File: src/rtl/uart_disp_cmd_ctrl.sv
// UART receive-FIFO sequencer: pops one byte at a time, decodes ASCII hex-digit
// commands into a pending buffer and commits complete entries to the display register.
module uart_disp_cmd_ctrl #(
  parameter int NDIG = 4,
  parameter int ERRW = 8,
  localparam int CW  = $clog2(NDIG + 1)
) (
  input  logic                clk,
  input  logic                rst_n,
  input  logic                rx_empty,
  input  logic [7:0]          rx_data,
  output logic                rd_uart,
  output logic [4*NDIG-1:0]   disp_val,
  output logic [NDIG-1:0]     disp_en,
  output logic                disp_upd,
  output logic [CW-1:0]       pend_cnt,
  output logic [ERRW-1:0]     err_cnt
);

  typedef enum logic [1:0] {
    IDLE   = 2'd0,
    POP    = 2'd1,
    DECODE = 2'd2
  } state_t;

  localparam logic [CW-1:0]   CNT_MAX = CW'(NDIG);
  localparam logic [CW-1:0]   CNT_ONE = CW'(1);
  localparam logic [ERRW-1:0] ERR_ONE = ERRW'(1);
  localparam logic [ERRW-1:0] ERR_MAX = {ERRW{1'b1}};

  state_t              state_r, state_s;
  logic [7:0]          byte_r;
  logic [4*NDIG-1:0]   pend_buf_r, pend_buf_s;
  logic [NDIG-1:0]     pend_mask_r, pend_mask_s;
  logic [CW-1:0]       pend_cnt_r, pend_cnt_s;
  logic [4*NDIG-1:0]   disp_val_r, disp_val_s;
  logic [NDIG-1:0]     disp_en_r, disp_en_s;
  logic                disp_upd_r, disp_upd_s;
  logic [ERRW-1:0]     err_cnt_r, err_cnt_s;
  logic                is_dig_s, is_upper_s, is_lower_s, is_hex_s, is_eol_s, is_esc_s;

  // ASCII hex digit to nibble using 8-bit subtraction; non-hex bytes map to zero
  function automatic logic [3:0] hex_nib(input logic [7:0] b);
    logic [7:0] d;
    if (b >= 8'h30 && b <= 8'h39) begin
      d = b - 8'h30;
    end else if (b >= 8'h41 && b <= 8'h46) begin
      d = b - 8'h37;
    end else if (b >= 8'h61 && b <= 8'h66) begin
      d = b - 8'h57;
    end else begin
      d = 8'h00;
    end
    return d[3:0];
  endfunction

  // Byte classification of the captured byte
  always_comb begin
    is_dig_s   = (byte_r >= 8'h30) && (byte_r <= 8'h39);
    is_upper_s = (byte_r >= 8'h41) && (byte_r <= 8'h46);
    is_lower_s = (byte_r >= 8'h61) && (byte_r <= 8'h66);
    is_hex_s   = is_dig_s || is_upper_s || is_lower_s;
    is_eol_s   = (byte_r == 8'h0D) || (byte_r == 8'h0A);
    is_esc_s   = (byte_r == 8'h1B);
  end

  // Next-state logic; rx_empty only matters in IDLE, so pops are always 3 cycles apart
  always_comb begin
    state_s = state_r;
    case (state_r)
      IDLE: begin
        if (!rx_empty) begin
          state_s = POP;
        end else begin
          state_s = IDLE;
        end
      end
      POP:     state_s = DECODE;
      DECODE:  state_s = IDLE;
      default: state_s = IDLE;
    endcase
  end

  // Pending-buffer, display and error-counter updates applied in DECODE
  always_comb begin
    pend_buf_s  = pend_buf_r;
    pend_mask_s = pend_mask_r;
    pend_cnt_s  = pend_cnt_r;
    disp_val_s  = disp_val_r;
    disp_en_s   = disp_en_r;
    disp_upd_s  = 1'b0;
    err_cnt_s   = err_cnt_r;
    if (state_r == DECODE) begin
      if (is_hex_s) begin
        pend_buf_s  = (pend_buf_r << 4) | {{(4*NDIG-4){1'b0}}, hex_nib(byte_r)};
        pend_mask_s = (pend_mask_r << 1) | {{(NDIG-1){1'b0}}, 1'b1};
        if (pend_cnt_r == CNT_MAX) begin
          pend_cnt_s = pend_cnt_r;
        end else begin
          pend_cnt_s = pend_cnt_r + CNT_ONE;
        end
      end else if (is_eol_s) begin
        // An empty entry commits nothing, which folds a CR LF pair into one update
        if (pend_cnt_r != {CW{1'b0}}) begin
          disp_val_s  = pend_buf_r;
          disp_en_s   = pend_mask_r;
          disp_upd_s  = 1'b1;
          pend_buf_s  = {(4*NDIG){1'b0}};
          pend_mask_s = {NDIG{1'b0}};
          pend_cnt_s  = {CW{1'b0}};
        end else begin
          disp_upd_s  = 1'b0;
        end
      end else if (is_esc_s) begin
        pend_buf_s  = {(4*NDIG){1'b0}};
        pend_mask_s = {NDIG{1'b0}};
        pend_cnt_s  = {CW{1'b0}};
      end else begin
        if (err_cnt_r != ERR_MAX) begin
          err_cnt_s = err_cnt_r + ERR_ONE;
        end else begin
          err_cnt_s = err_cnt_r;
        end
      end
    end else begin
      disp_upd_s = 1'b0;
    end
  end

  // State and datapath registers
  always_ff @(posedge clk or negedge rst_n) begin
    if (!rst_n) begin
      state_r     <= IDLE;
      byte_r      <= 8'h00;
      pend_buf_r  <= {(4*NDIG){1'b0}};
      pend_mask_r <= {NDIG{1'b0}};
      pend_cnt_r  <= {CW{1'b0}};
      disp_val_r  <= {(4*NDIG){1'b0}};
      disp_en_r   <= {NDIG{1'b0}};
      disp_upd_r  <= 1'b0;
      err_cnt_r   <= {ERRW{1'b0}};
    end else begin
      state_r     <= state_s;
      if (state_r == POP) begin
        byte_r <= rx_data;
      end else begin
        byte_r <= byte_r;
      end
      pend_buf_r  <= pend_buf_s;
      pend_mask_r <= pend_mask_s;
      pend_cnt_r  <= pend_cnt_s;
      disp_val_r  <= disp_val_s;
      disp_en_r   <= disp_en_s;
      disp_upd_r  <= disp_upd_s;
      err_cnt_r   <= err_cnt_s;
    end
  end

  assign rd_uart  = (state_r == POP);
  assign disp_val = disp_val_r;
  assign disp_en  = disp_en_r;
  assign disp_upd = disp_upd_r;
  assign pend_cnt = pend_cnt_r;
  assign err_cnt  = err_cnt_r;

endmodule

File: config.mk
export PLATFORM = sky130hd
export DESIGN_NAME = uart_disp_cmd_ctrl
export DESIGN_NICKNAME = d
export VERILOG_FILES = /design/src/rtl/uart_disp_cmd_ctrl.sv
export SDC_FILE = /design/constraint.sdc
export NUM_CORES = 1
export LEC_CHECK = 0
export CAP_MARGIN = 20
export CORE_MARGIN = 1.5
export CORE_UTILIZATION = 35
export DETAILED_ROUTE_END_ITERATION = 10
export GPL_TIMING_DRIVEN = 0
export PLACE_DENSITY = 0.64
export SKIP_CTS_REPAIR_TIMING = 1
export SYNTH_ARGS = -nofsm -noshare
export SYNTH_HDL_FRONTEND = slang
export SYNTH_SLANG_ARGS = --single-unit
File: constraint.sdc
create_clock -name clk -period 2.1 [get_ports clk]
set_clock_uncertainty 0.1 [all_clocks]
set_input_delay 0.42 -clock clk [delete_from_list [all_inputs] [get_ports clk]]
set_output_delay 0.42 -clock clk [all_outputs]
set_load 0.01 [all_outputs]
Word level (Yosys, flattened, before mapping)
Index checks and enable logic that the tools add are counted. Widths: inputs -> output; s select.

Add/sub/neg operators: 5. Magnitude comparators: 6. Equality and inequality tests: 9. Mux-type cells: 24. Bitwise operators: 4. Reductions and logical operators: 13.

Operators with widths (number): $mux 16 (4); $mux 4 (9); $eq 8x4->1 const B (2); $ge 8x7->1 const B (2); $le 8x7->1 const B (2); $or 16x4->16 (1); $mux 3 (5); $add 8x1->8 const B (1); $eq 8x5->1 const B (1); $ge 8x6->1 const B (1); $le 8x6->1 const B (1); $ne 8x8->1 const B (1); $reduce_and 4->1 (2); $sub 4x3->4 const B (2); $reduce_bool 3->1 (2); $mux 1 (5); $reduce_and 5->1 (1); $pmux 2 s2 (1); $sub 4x1->4 const B (1); $add 3x1->3 const B (1); $eq 3x3->1 const B (1); $logic_and 1x1->1 (3); $logic_or 1x1->1 (3); $ne 3x2->1 const B (1); 6 further kinds (8).

Bits in registers: 62. Input port bits: 11. Output and inout bits: 33. Word-level logic and storage cells: 70.

Logic depth before layout (Yosys ltp)
Gate-level depths: netlist of run 1.

Depth in word-level cells: 9. Depth in mapped cells: 8. Mapped depth without buffers: 7.

Worst setup path before layout of run 1
OpenSTA, ideal clock, no wires.

Kind: register -> register. Start point: reg byte_r[0]. End point: reg err_cnt_r[1], in the netlist err_cnt[1]. Library setup time: 125 ps. Arrival time: 1925 ps. Data required time: 1875 ps. Slack: -50 ps. Cell stages (with the launch flop): 8. Path buffers: 0. Clock period less this slack: 2150 ps. Cell sequence: dfrtp_1 -> inv_1 -> ha_1 -> or3b_4 -> a31oi_4 -> o22ai_2 -> nor2_1 -> mux2_2.

Word-level cells in the longest chain between the ends: 6. Elaborated cells between the ends (all ways): 19. Classes of those cells: 6 x order compare; 3 x eq/ne; 3 x bitwise; 7 x reduce/logical.

Ends and longest elaborated chain: start, declared (line 32) `logic [7:0] byte_r;`; start signal, assigned (line 145) `byte_r <= rx_data;`; start signal, assigned (line 147) `byte_r <= byte_r;`; $ge 8x6->1, or another cell as far along (line 59) `is_dig_s = (byte_r >= 8'h30) && (byte_r <= 8'h39);`; $logic_and 1x1->1, on equally long branches (line 59, 60); $logic_or 1x1->1 (2 in a row) (line 62) `is_hex_s = is_dig_s || is_upper_s || is_lower_s;`; $not 1->1 (no line); $reduce_and 5->1 (no line) *; end signal, assigned (line 141) `err_cnt_r <= {ERRW{1'b0}};`; end signal, assigned (line 155) `err_cnt_r <= err_cnt_s;`; end, declared (line 39) `logic [ERRW-1:0] err_cnt_r, err_cnt_s;`.

Every way passes the cells marked *; elsewhere a longest branch is shown, timed or not. A chain may end at the register's enable or synchronous reset.

Worst setup path after layout of run 1
Start point: reg byte_r[1]. End point: reg err_cnt_r[5], in the netlist err_cnt[5].

The elaborated chain is that of the path after synthesis.

==> run summary, run 1 <==
## Synth
- EDFF count, synth: 0
- leading post-synthesis cells by cell area: sky130_fd_sc_hd__dfrtp_1 57%, sky130_fd_sc_hd__mux2_2 11%, sky130_fd_sc_hd__a22o_1 6.2%
- part of the Yosys area used for sequential elements: 0.575
- cell taking the most area after synthesis: sky130_fd_sc_hd__dfrtp_1
- #FFs+latches synth: 62
- total nets after synthesis: 222
- yosys warns: 0
- Async S/R FF share, synth: 1.00
- most common flop cell mapped by yosys: sky130_fd_sc_hd__dfrtp_1
- synth unique cells: 42
- dominant cell by count in the synthesized netlist: sky130_fd_sc_hd__dfrtp_1
- synthesized area: 2700 um^2
- Synth Area per Inst: 13.3 um^2
- Cells after Synth: 203
- most instantiated cells after synthesis: 62 x sky130_fd_sc_hd__dfrtp_1, 27 x sky130_fd_sc_hd__mux2_2, 19 x sky130_fd_sc_hd__a22o_1
- proportion of netlist area held by the largest area contributor: 0.575

## Timing
- Slew HR: 0.617
- post-route minimum period: 2.20 ns
- Final Setup Violations: 25
- final setup margin: -0.104 ns
- Max Fclk: 0.454 GHz
- transition time at the pin with the least slew margin: 0.575 ns
- final hold violations: 23
- final-report max-slew violation count: 0
- final cycle utilization of the critical path: 1.05
- worst hold margin: -0.0241 ns
- setup repair after global routing missed its margin: true
- sum of negative setup slack: -1.56 ns

## Cells and area
- Layout Nets: 291
- final non-filler cell area: 3850 um^2
- area used by sequential logic in the layout: 1560 um^2
- Final Instance Count excl. Fillers: 376
- share of post-route cells with drive strength above 1: 0.336
- area added between synthesis and finish: 42.7%
- Multi-input gate area: 1220 um^2
- fill cell total of the finished layout: 658
- post-layout util: 0.523
- number of antenna diodes: 0

## Place
- final weighted congestion in routability-driven placement: 0.793
- count of buffers inserted at the top-level ports: 43
- post-place instance area: 3280 um^2
- count of placed standard cells including taps: 346
- HPWL Detailed: 3500 um

## Clock network
- CTS tree: yes
- TritonCTS sink count: 62
- H-tree levels: 3
- worst skew pair latency: 0.33 ns
- maximum number of buffers from clock root to sink: 2
- buffer type at the clock tree root: sky130_fd_sc_hd__clkbuf_8
- number of buffers created by CTS: 9
- clock-pin transition on the worst setup and hold timing paths: 0.07 ns

## Drt
- per-cell via count in the routed design: 4.89
- WL per Instance: 14.5 um
- First DRT Iteration DRCs: 62
- number of routed nets with antenna violations: 0
- total number of vias: 1839
- length of the first detailed-routing pass in iterations: 4
- remaining routing DRC violations: 0
- post-detailed-routing wire length: 5470 um

## Status
- status: complete, but fails checks
- violations in the final reports: negative hold slack, negative setup slack

## Global routing
- overall routing resource usage: 0.132
- via count of the first global-routing pass: 1795
- grt ovf: 0
- wire length of the first global-routing pass: 8740 um
- maximum number of pins on one net before global-route repair: 40
- initial antenna violation count: 0

## Floorplan
- floorplan row count: 31
- Total Die Area: 8250 um^2
- Initial Utilization: 0.366
- overall die width: 90.8 um
- DIE HEIGHT: 90.8 um
- Std-Cell Core Area: 7370 um^2
- IO Pins: 44

## Critical path
- Register-to-Register Setup Slack: -0.10 ns
- launch instance of the worst register-to-register path: byte_r[1]
- critical path launch point type: register
- critical path class: register to register
- length in cells of the worst reg-to-reg path: 7
- Worst Path Max Fanout: 8
- arrival time at the worst endpoint: 2.36 ns
- Reg-to-Reg End: err_cnt[5]
- required time at the endpoint of the critical path: 2.26 ns
- kind of capture point of the worst setup path: register

## Power and ir drop
- power density over cell area: 1070 nW/um^2
- Static Leak: 1.76 nW
- VDD IR-drop max: 0.540 mV

## Run
- max-capacitance violation count: 0

## Worst hold path
- class of the most critical hold timing path: input port to async pin

==> cell families (layout without fill, tap and decap cells) <==
kind of cell	count (synthesis)	in the layout	share of synthesized area
DFF	62	62	0.575
AOI/OAI and AO/OA	40	40	0.126
and+or+nand+nor	40	40	0.0867
muxes	28	28	0.117
buffers and inverters	15	89	0.0264
xor gates and xnor gates	10	10	0.0324
adders and majority gates	8	8	0.0371
==> state kept, by name (all words and copies together) (netlist names) <==
| signal | count |
|---|---|
| byte_r | 8 |
| disp_en | 4 |
| disp_upd | 1 |
| disp_val | 16 |
| err_cnt | 8 |
| pend_buf_r | 16 |
| pend_cnt | 3 |
| pend_mask_r | 4 |
| state_r | 2 |
==> critical path, cell delays in order (launching register included) <==
cell	delay (ns)
sky130_fd_sc_hd__dfrtp_2	0.45
sky130_fd_sc_hd__inv_4	0.10
sky130_fd_sc_hd__ha_4	0.15
sky130_fd_sc_hd__or3b_4	0.39
sky130_fd_sc_hd__a31oi_4	0.25
sky130_fd_sc_hd__o22ai_4	0.18
sky130_fd_sc_hd__nor4_2	0.34
sky130_fd_sc_hd__xor2_1	0.17
==> area by class of cell <==
type / instances / share of cell area
multi-input combinational: 126 / 0.318
buffer: 8 / 0.0234
clock inverter: 7 / 0.0315
timing repair buffer: 58 / 0.152
clock buffer: 9 / 0.0321
sequential: 62 / 0.404
inverter: 7 / 0.00747
tap: 99 / 0.0321
==> how the worst max path moves through the flow <==
stage / start / depth (start not counted) / to / slack [ns]
finish: byte_r[1] / 7 / err_cnt[5] / -0.10
global route: byte_r[1] / 7 / err_cnt[5] / -0.20
CTS: state_r[1] / 3 / rd_uart / -0.39
detailed placement: byte_r[1] / 8 / pend_buf_r[13] / -0.22
global placement: rst_n / 1 / disp_val[3] / -1.46
floorplan: byte_r[1] / 7 / err_cnt[1] / 0.02
==> routing by layer <==
layer / GRT usage / wire, um
met1: 0.176 / 2550
met2: 0.210 / 2660
met3: 0.0295 / 182
met4: 0.0508 / 78
met5: 0 / 0
==> report_power, final <==
part           switching (mW)  total, mW  internal, mW
Combinational           0.519       1.17         0.647
Sequential              0.236       1.65          1.42
Clock                   0.503       1.30         0.795
Total                    1.26       4.12          2.86
==> cells in the final DEF, fill, tap and decap left out, drive strengths merged, types with 3 or more instances in the layout <==
cell type	netlist	layout
dfrtp	62	62
buf	7	23
xor2	8	8
nor3	6	6
nand2	7	7
nand3	6	6
clkdlybuf4s50	0	41
a22o	19	19
a21oi	4	4
o21ai	3	3
nor2b	3	3
ha	8	8
nor2	3	3
clkbuf	1	10
mux2	28	28
bufinv	0	3
clkinv	0	3
inv	7	8
nor4	3	3
==> through the flow <==
step	total power [mW]	setup slack (ns)
after CTS	3.86	-0.388
after detailed placement	2.55	-0.220
after global placement	2.52	-1.46
final	4.12	-0.104
after floorplan	2.22	0.0160
after global routing	4.35	-0.200
Note: power is estimated with default switching activity, not from simulation.
==> run 2: changes to the inputs <==
Settings changed: CELL_PAD_IN_SITES_DETAIL_PLACEMENT set to 1, CELL_PAD_IN_SITES_GLOBAL_PLACEMENT set to 1, CORE_UTILIZATION 35 to 39, PLACE_DENSITY 0.64 to 0.82.
==> run 2 against run 1 <==
Effect of this change: the run ends with negative setup slack left; power fell by 5.9%; first-iteration DRC count rose by 69%; clock power shrank 19%; sequential share of layout area grew 1.2 points; combinational power barely moved; sequential power increased by 2%; setup slack lost 0.057 ns; largest cell class unchanged.
==> run summary, run 2 (synthesis results as in run 1) <==
## Drt
- number of routed nets with antenna violations: 0, unchanged
- remaining routing DRC violations: 0, unchanged
- total number of vias: 1844, +0.27%
- length of the first detailed-routing pass in iterations: 4, unchanged
- First DRT Iteration DRCs: 105, +69%
- WL per Instance: 17.1 um, +17%
- post-detailed-routing wire length: 6040 um, +11%
- per-cell via count in the routed design: 5.21, +6.5%

## Timing
- transition time at the pin with the least slew margin: 0.763 ns, +0.188 ns
- post-route minimum period: 2.26 ns, +0.0571 ns
- Final Setup Violations: 28, +12%
- Max Fclk: 0.442 GHz, -2.5%
- Slew HR: 0.490, -0.126
- final setup margin: -0.161 ns, -0.0571 ns
- final hold violations: 0, -100%
- final cycle utilization of the critical path: 1.08, +0.0272
- setup repair after global routing missed its margin: true
- worst hold margin: 0.360 ns, +0.384 ns
- final-report max-slew violation count: 0, unchanged

## Global routing
- overall routing resource usage: 0.163, +0.0308
- initial antenna violation count: 0, unchanged
- maximum number of pins on one net before global-route repair: 43, +7.5%
- via count of the first global-routing pass: 1866, +4.0%
- grt ovf: 0, unchanged
- wire length of the first global-routing pass: 9220 um, +5.4%

## Critical path
- critical path's largest stage delay: 0.46 ns, about the same
- Worst Path Max Fanout: 8, unchanged
- arrival time at the worst endpoint: 2.40 ns, +0.04 ns
- critical path launch point type: register
- critical path class: register to register
- critical-path cell with the highest stage delay: sky130_fd_sc_hd__dfrtp_2
- cell chain of the critical path: inv_4 > ha_4 > nor2_2 > o31a_1 > o22ai_4 > nand2_4 > clkbuf_16 > a22o_1
- WP buf/inv: 2, +1
- kind of capture point of the worst setup path: register
- kind of cell adding the most delay to the critical path: compound AO/OA/AOI/OAI gates
- required time at the endpoint of the critical path: 2.24 ns, -0.02 ns

## Floorplan
- floorplan row count: 30, -3.2%
- Total Die Area: 7430 um^2, -9.9%
- Initial Utilization: 0.400, +0.0332
- DIE HEIGHT: 86.2 um, -5.1%
- Std-Cell Core Area: 6760 um^2, -8.3%
- overall die width: 86.2 um, -5.1%
- IO Pins: 44, unchanged

## Power and ir drop
- Static Leak: 1.72 nW, -2.4%
- VDD IR-drop max: 0.461 mV, -15%
- power density over cell area: 1030 nW/um^2, -3.1%

## Place
- count of placed standard cells including taps: 327, -5.5%
- Setup WS pre-CTS: -0.252 ns, -0.0320 ns
- post-place instance area: 3260 um^2, -0.73%
- final weighted congestion in routability-driven placement: 0.751, -5.2%
- HPWL Detailed: 3880 um, +11%
- count of buffers inserted at the top-level ports: 43, unchanged

## Clock network
- TritonCTS sink count: 62, unchanged
- maximum number of buffers from clock root to sink: 2, unchanged
- H-tree levels: 3, unchanged
- clock-pin transition on the worst setup and hold timing paths: 0.07 ns, about the same
- buffer type at the clock tree root: sky130_fd_sc_hd__clkbuf_8
- worst skew pair latency: 0.35 ns, +0.02 ns
- number of buffers created by CTS: 9, unchanged
- CTS tree: yes

## Status
- violations in the final reports: negative setup slack
- status: complete, but fails checks

## Cells and area
- Final Instance Count excl. Fillers: 354, -5.9%
- commonest cells after routing, fill and taps aside: 59 x sky130_fd_sc_hd__dfrtp_1, 41 x sky130_fd_sc_hd__clkdlybuf4s50_1, 26 x sky130_fd_sc_hd__mux2_2
- fill cell total of the finished layout: 684, +4.0%
- final non-filler cell area: 3740 um^2, -2.8%
- number of antenna diodes: 0, unchanged
- Layout Nets: 288, -1.0%
- most common library cell in the layout ignoring fill and taps: sky130_fd_sc_hd__dfrtp_1
- share of post-route cells with drive strength above 1: 0.332, -0.00362
- area added between synthesis and finish: 38.7%

## Run
- max-capacitance violation count: 0, unchanged

## Worst hold path
- class of the most critical hold timing path: register to register

[run 2: per-layer routing]
layer	up-vias	routed length [um]	track usage
met2	34	3150	0.266
met5	-	0	0
li1	874	-	-
met4	0	122	0.0836
met3	11	174	0.0343
met1	925	2600	0.206
[run 2: path summary, 6_finish.rpt]
path / startpoint / endpoint / slack (ns) / depth (start not counted)
min: state_r[0] / state_r[0] / 0.36 / 1
max in group asynchronous: rst_n / disp_val[0] / 0.83 / 3
min reg2reg: state_r[0] / state_r[0] / 0.36 / 1
max reg2reg: byte_r[1] / pend_buf_r[12] / -0.16 / 8
min in group asynchronous: rst_n / err_cnt[5] / 0.49 / 2
max: byte_r[1] / pend_buf_r[12] / -0.16 / 8
[run 2: power breakdown]
part	total, mW	internal, mW	switching [mW]
clock network	1.05	0.551	0.500
logic	1.14	0.620	0.517
registers	1.69	1.42	0.269
total	3.88	2.59	1.29
[run 2: worst reg2reg max path, stage by stage (launching register included)]
cell	delay, ns
sky130_fd_sc_hd__dfrtp_2	0.46
sky130_fd_sc_hd__inv_4	0.11
sky130_fd_sc_hd__ha_4	0.16
sky130_fd_sc_hd__nor2_2	0.04
sky130_fd_sc_hd__o31a_1	0.33
sky130_fd_sc_hd__o22ai_4	0.39
sky130_fd_sc_hd__nand2_4	0.15
sky130_fd_sc_hd__clkbuf_16	0.20
sky130_fd_sc_hd__a22o_1	0.22
[run 2: final cells by class]
| type | count | area [um^2] | share of cell area |
|---|---|---|---|
| multi-input combinational | 126 | 1210 | 0.324 |
| clock inverter | 7 | 73.8 | 0.0197 |
| sequential | 62 | 1560 | 0.415 |
| tap | 80 | 100 | 0.0267 |
| timing repair buffer | 55 | 558 | 0.149 |
| inverter | 7 | 31.3 | 0.00835 |
| buffer | 8 | 90.1 | 0.0241 |
| clock buffer | 9 | 124 | 0.0331 |
[run 2: metrics by stage]
step	TNS [ns]	power (mW)	util
finish	-3.23	3.88	0.554
global route	-6.10	4.10	0.554
CTS	-8.61	3.65	0.511
detailed placement	-6.57	2.58	0.482
global placement	-93.24	2.52	0.480
floorplan	0	2.22	-
